[src/rtl/dct_mac_ctrl.sv]
// Term sequencer for the DCT multiply-accumulate path: issues K terms per row for NOUT rows
// and drives the accumulator controls delayed by MUL_LAT. Optional abort port: DCT_MAC_CTRL_ABORT_EN.
module dct_mac_ctrl #(
    parameter int K       = 23,
    parameter int NOUT    = 8,
    parameter int MUL_LAT = 2,
    parameter int IDXW    = 5,
    parameter int ROWW    = 3
) (
    input  logic            clk,
    input  logic            reset,
    input  logic            start,
    input  logic            stall,
    input  logic            term_sign,
`ifdef DCT_MAC_CTRL_ABORT_EN
    input  logic            abort,
`endif
    output logic            term_vld,
    output logic [IDXW-1:0] term_idx,
    output logic [ROWW-1:0] row_idx,
    output logic            acc_en,
    output logic            acc_sub,
    output logic            acc_new1,
    output logic            sum_vld,
    output logic [ROWW-1:0] sum_row,
    output logic            busy,
    output logic            done
);

    localparam logic [IDXW-1:0] K_LAST   = IDXW'(K - 1);
    localparam logic [ROWW-1:0] ROW_LAST = ROWW'(NOUT - 1);

    typedef enum logic [1:0] {IDLE, ISSUE, FLUSH} state_t;

    state_t            state;
    state_t            state_nxt;
    logic [IDXW-1:0]   term_cnt;
    logic [ROWW-1:0]   row_cnt;
    logic              kill;
    logic              last_term;
    logic              last_row;

    logic [MUL_LAT-1:0] p_vld;
    logic [MUL_LAT-1:0] p_sub;
    logic [MUL_LAT-1:0] p_new;
    logic [MUL_LAT-1:0] p_last;
    logic [ROWW-1:0]    p_row [MUL_LAT];
    logic               sum_vld_q;
    logic [ROWW-1:0]    sum_row_q;

`ifdef DCT_MAC_CTRL_ABORT_EN
    assign kill = abort && (state != IDLE);
`else
    assign kill = 1'b0;
`endif

    assign last_term = (term_cnt == K_LAST);
    assign last_row  = (row_cnt == ROW_LAST);

    always_ff @(posedge clk) begin
        if (reset) begin
            state <= IDLE;
        end else begin
            state <= state_nxt;
        end
    end

    always_comb begin
        state_nxt = state;
        term_vld  = 1'b0;
        done      = 1'b0;
        case (state)
            IDLE: begin
                if (start) begin
                    state_nxt = ISSUE;
                end
            end
            ISSUE: begin
                term_vld = !stall;
                if (term_vld && last_term && last_row) begin
                    state_nxt = FLUSH;
                end
            end
            FLUSH: begin
                // The final row sum is the only sum that can appear once issue has ended.
                done = sum_vld && (sum_row == ROW_LAST);
                if (done) begin
                    state_nxt = IDLE;
                end
            end
            default: state_nxt = IDLE;
        endcase
        if (kill) begin
            state_nxt = IDLE;
        end
    end

    always_ff @(posedge clk) begin
        if (reset || kill || state == IDLE) begin
            term_cnt <= '0;
            row_cnt  <= '0;
        end else if (term_vld) begin
            if (last_term) begin
                term_cnt <= '0;
                row_cnt  <= row_cnt + ROWW'(1);
            end else begin
                term_cnt <= term_cnt + IDXW'(1);
            end
        end
    end

    // The delay line shifts every cycle, so a stall turns into an en=0 bubble downstream.
    always_ff @(posedge clk) begin
        if (reset || kill) begin
            p_vld     <= '0;
            p_sub     <= '0;
            p_new     <= '0;
            p_last    <= '0;
            for (int i = 0; i < MUL_LAT; i++) begin
                p_row[i] <= '0;
            end
            sum_vld_q <= 1'b0;
            sum_row_q <= '0;
        end else begin
            p_vld[0]  <= term_vld;
            p_sub[0]  <= term_vld && term_sign;
            p_new[0]  <= term_vld && (term_cnt == '0);
            p_last[0] <= term_vld && last_term;
            p_row[0]  <= row_cnt;
            for (int i = 1; i < MUL_LAT; i++) begin
                p_vld[i]  <= p_vld[i-1];
                p_sub[i]  <= p_sub[i-1];
                p_new[i]  <= p_new[i-1];
                p_last[i] <= p_last[i-1];
                p_row[i]  <= p_row[i-1];
            end
            sum_vld_q <= p_vld[MUL_LAT-1] && p_last[MUL_LAT-1];
            sum_row_q <= p_row[MUL_LAT-1];
        end
    end

    assign acc_en   = p_vld[MUL_LAT-1];
    assign acc_sub  = p_vld[MUL_LAT-1] && p_sub[MUL_LAT-1];
    assign acc_new1 = p_vld[MUL_LAT-1] && p_new[MUL_LAT-1];
    assign sum_vld  = sum_vld_q && !kill;
    assign sum_row  = sum_vld_q ? sum_row_q : '0;
    assign busy     = (state != IDLE);
    assign term_idx = (state == ISSUE) ? term_cnt : '0;
    assign row_idx  = (state == ISSUE) ? row_cnt : '0;

endmodule

[config.mk]
export PLATFORM = sky130hd
export DESIGN_NAME = dct_mac_ctrl
export DESIGN_NICKNAME = d
export VERILOG_FILES = /design/src/rtl/dct_mac_ctrl.sv
export SDC_FILE = /design/constraint.sdc
export NUM_CORES = 1
export LEC_CHECK = 0
export CAP_MARGIN = 20
export CORE_MARGIN = 10
export CORE_UTILIZATION = 68
export CTS_BUF_LIST = sky130_fd_sc_hd__clkbuf_4
export DETAILED_ROUTE_END_ITERATION = 7
export DONT_BUFFER_PORTS = 1
export PLACE_DENSITY = 0.81
export SLEW_MARGIN = 10
export SYNTH_ARGS = -nofsm -noshare
export SYNTH_HDL_FRONTEND = slang
export SYNTH_SLANG_ARGS = --single-unit
[constraint.sdc]
create_clock -name clk -period 4.3 [get_ports clk]
set_clock_uncertainty 0.15 [all_clocks]
set_input_delay 0.43 -clock clk [delete_from_list [all_inputs] [get_ports clk]]
set_output_delay 0.43 -clock clk [all_outputs]
set_load 0.02 [all_outputs]
# Yosys cells after proc, flatten, opt, wreduce, memory -nomap -nowiden
# Memory sizes are Yosys's and may differ from the RTL's. A register that Yosys moved wholly into a read port is not among the register bits.
# Index checks and enable logic that the tools add are counted.
# totals
regBits	19
latchBits	0
mem_bits_rw	6
romBits	0
in_bits	5
out_inout_bits	18
n_memories	1
# classes
add_sub_neg	2
n_mul	0
n_div	0
magnitude_cmp	0
n_eq_ne	8
n_shift	0
muxes	15
n_bitwise	2
n_reduce_logical	16
# mem_list
memory	depth	word_bits	read_ports	rd_clocked_by_memory_dff	write_ports	line_no	source
p_row	2	3	2	1	2	47	logic [ROWW-1:0] p_row [MUL_LAT];
# op_table
operator	n
$mux W3	4
$mux W5	2
$logic_and A1 B1 Y1	9
$eq A3 B3 Y1 const B	2
$mux W2	3
$ne A2 B2 Y1 const B	3
$pmux W2 S3	1
$add A5 B1 Y5 const B	1
$eq A5 B5 Y1 const B	1
$logic_not A5 Y1	1
$mux W1	5
$add A3 B1 Y3 const B	1
$reduce_and A3 Y1	1
$eq A2 B1 Y1 const B	1
$eq A2 B2 Y1 const B	1
$logic_not A2 Y1	1
$or A1 B1 Y1	2
$reduce_and A2 Y1	1
$reduce_bool A2 Y1	1
$logic_not A1 Y1	1
$logic_or A1 B1 Y1	1

# Logic depth before layout (Yosys ltp)
# logic_depth
word_depth	5
ltp_mapped	5

# Worst setup path after synthesis
# OpenSTA, ideal clock, no wires.
# synth_timing
path_type	register to output
from	register sum_vld_q (netlist: sum_vld)
to	output port done
arrival_time_ns	1.154
required_ns	3.720
path_slack_ns	2.566
stages_incl_launch_ff	3
cell_sequence	dfxtp_1 > nand4_1 > nor3b_1
# synth_via
elab_chain_cells	4
# synth_lines
item	line_no	source
start, declared	48	logic sum_vld_q;
start signal, assigned	137	sum_vld_q <= p_vld[MUL_LAT-1] && p_last[MUL_LAT-1];
$mux W3	146	assign sum_row = sum_vld_q ? sum_row_q : '0;
$eq A3 B3 Y1	86	done = sum_vld && (sum_row == ROW_LAST);
$logic_and A1 B1 Y1 *	86	
$mux W1 *	72	case (state)
end, declared	27	output logic done
# Mark *: on every way between the ends. The rest lies on a longest branch, timed or not.

# Worst setup path in the final report
# Same ends and word-level chain as after synthesis.

==> results.tsv <==
stage	metric	value	unit
critical_path	worstReg2RegEnd	term_cnt[3]	
floorplan	core	0.00152	mm²
global_routing	antenna_found_initial	0	
yosys	ys_types	31	
power	power_density	325	mW/mm²
power	peakVddDrop	221	µV
routing	via_per_inst	5.78	
clocking	clockBufferDepth	2	
worst_hold_path	hold_end	sum_row_q[1]	
timing	rsz0062_at_grt	false	
yosys	async_flop_share	0	%
yosys	synthesis.nets	126	
yosys	yosysWarnings	0	
worst_hold_path	worstHoldPathCells	1	
floorplan	die_h	60.6	µm
routing	first_iter_violations	18	
cells_and_area	fillerInstances	121	
critical_path	worstPathCellList	nand4_1 > nor3b_1	
place	dpl.hpwl	1390	µm
timing	fin_tns_setup	0	ps
critical_path	r2r_slack	2440	ps
critical_path	crit_arrival	1590	ps
place	port_buffers	0	
clocking	clkSinkCount	28	
floorplan	rows	14	
routing	wl_per_cell	13.8	µm
critical_path	critPathMaxFanout	5	
global_routing	grt_pass1_wl	2950	µm
routing	drt_pass1_iterations	4	
critical_path	critical_path_class	flip-flop to primary output	
clocking	clock-root-buffer	clkbuf_4	
run_status	outcome	completed	
yosys	synthCells	116	
place	gp_congestion	0.844	
floorplan	ios	23	
yosys	yosysSeqAreaShare	50.1	%
cells_and_area	area_delta_synth_final	3.35	%
critical_path	r2r_start	state[0]	
clocking	post_cts_resized	0	
yosys	synth_edf_count	0	
power	power	0.000376	W
routing	drc	0	
global_routing	gr-usage-all-layers	10.0	%
cells_and_area	antennaDiodeCount	0	
worst_hold_path	min_path_type	primary input to flip-flop	
critical_path	cp_slowest_stage_delay	630	ps
clocking	cts_tree	built	
timing	finalSetupViolCount	0	
cells_and_area	layout.nets	129	
critical_path	worstPathRequired	3720	ps
yosys	ys.flop_type	dfxtp_1	
critical_path	startpoint_type	flip-flop	
timing	hold_violations	0	
clocking	clk_pin_slew	130	ps
timing	slew_headroom	52.9	%
timing	clock.fmax	460	MHz
power	static-leakage-power	0.462	nW
timing	slew_violations	0	
yosys	syn_area	0.00112	mm²
yosys	synth.avg_cell_area	9.65	µm²
clocking	clk_latency	300	ps
timing	fin_crit	2170	ps
clocking	cts_max_level	1	
routing	vias	774	
critical_path	crit_path_top_delay_cell	nor3b_1	
cells_and_area	drive_gt1_share	4.24	%
worst_hold_path	hp-start	reset	
routing	drtAntennaViolNets	0	
floorplan	initial_core_util	73.5	%
global_routing	grt_pass1_vias	673	
critical_path	reg2regPathDepth	3	
floorplan	die_area	0.00367	mm²
timing	worst_pin_slew	705	ps
routing	routed_wl	1850	µm
global_routing	grt_max_degree	20	
timing	holdWs	28.2	ps
yosys	ys_seq_elements	28	
job	max_cap_violations	0	
critical_path	worstSetupEndpointType	primary output	
clocking	numCtsBuffers	3	
timing	fin_crit_sh	50.5	%
floorplan	die_w	60.6	µm
global_routing	grt-ovfl-total	0	
[worst max-delay path by stage]
stage,from,end,slack (ps),cells past startpoint
3_5_place_dp,sum_vld,done,2470,2
5_1_grt,sum_vld,done,1980,2
3_3_place_gp,sum_vld,done,2480,2
6_report,sum_vld,done,2130,2
4_1_cts,sum_vld,done,2110,2
2_1_floorplan,sum_vld,done,2570,2
[Yosys cell counts, types with 3 or more instances]
| cell | count | area share [%] |
|---|---|---|
| a21oi_1 | 9 | 4.0 |
| and2_1 | 13 | 7.3 |
| dfxtp_1 | 28 | 50 |
| ha_1 | 5 | 5.6 |
| inv_1 | 4 | 1.3 |
| nand2_1 | 4 | 1.3 |
| nand3_1 | 4 | 1.8 |
| nand4_1 | 3 | 1.7 |
| nor2_1 | 4 | 1.3 |
| nor2b_1 | 15 | 8.4 |
| nor3_1 | 3 | 1.3 |
| o21ai_0 | 3 | 1.3 |
[report_power, final]
group / leakage, nW / internal, W / switching [W] / total (W)
combinational: 0.221 / 0.00000459 / 0.00000865 / 0.0000132
clock: 0.0154 / 0.0000338 / 0.0000654 / 0.0000993
sequential: 0.226 / 0.000262 / 0.00000217 / 0.000264
total: 0.462 / 0.000300 / 0.0000763 / 0.000376
[worst max-delay path, delay by kind of cell, from the launching register on]
family        cells  cell delay, ps
flops             1             510
simple gates      2             790
[cell families after synthesis]
family	Yosys count	share of synthesized area [%]
and+or+nand+nor	57	31.1
DFF	28	50.1
AOI/OAI and AO/OA	18	9.94
buffers and inverters	8	3.35
adders and majority gates	5	5.59
[repair_timing]
action | 4_1_cts | 5_1_grt
setup buffers | 0 | 0
hold buffers | 0 | 1
endpoints found under the hold margin | 0 | 4
[stage by stage]
stage          utilization [%]  setup slack, ps  instances  area [µm²]
2_1_floorplan                -             2570        116        1120
3_3_place_gp              73.6             2480        129        1120
6_report                  75.9             2130        134        1160
4_1_cts                   75.3             2110        133        1150
3_5_place_dp              73.6             2470        129        1120
5_1_grt                   75.9             1980        134        1160
[routing by layer]
metal | global-route usage [%] | wire length, µm | vias to the layer above
li1 | - | - | 405
met1 | 11.5 | 802 | 348
met2 | 16.6 | 834 | 21
met3 | 5.64 | 208 | 0
met4 | 0.940 | 0 | 0
met5 | 0 | 0 | -
[layout by cell type (no fill, tap or decap), drive strengths merged, types with 2 or more instances in the layout]
cell type / Yosys / layout
a21oi: 9 / 9
and2: 13 / 13
and3b: 2 / 2
clkbuf: 2 / 3
clkinv: 1 / 2
dfxtp: 28 / 28
ha: 5 / 5
inv: 4 / 4
nand2: 4 / 4
nand3: 4 / 4
nand4: 3 / 3
nor2: 4 / 4
nor2b: 15 / 15
nor3: 3 / 3
o21ai: 3 / 3
[flip-flops by register name (all words and copies together) (netlist names)]
signal / flops
p_last: 2
p_new: 2
p_row: 6
p_sub: 2
p_vld: 2
row_cnt: 3
state: 2
sum_row_q: 3
sum_vld: 1
term_cnt: 5
[cell type report]
| cell class | instances | area [µm²] | area share [%] |
|---|---|---|---|
| Inverter | 5 | 18.8 | 1.62 |
| Clock buffer | 3 | 22.5 | 1.95 |
| Clock inverter | 1 | 3.75 | 0.324 |
| Sequential cell | 28 | 561 | 48.4 |
| Timing Repair Buffer | 1 | 10.0 | 0.865 |
| Multi-Input combinational cell | 80 | 522 | 45.1 |
| Tap cell | 16 | 20.0 | 1.73 |
Power figures use the tool's default switching activity.
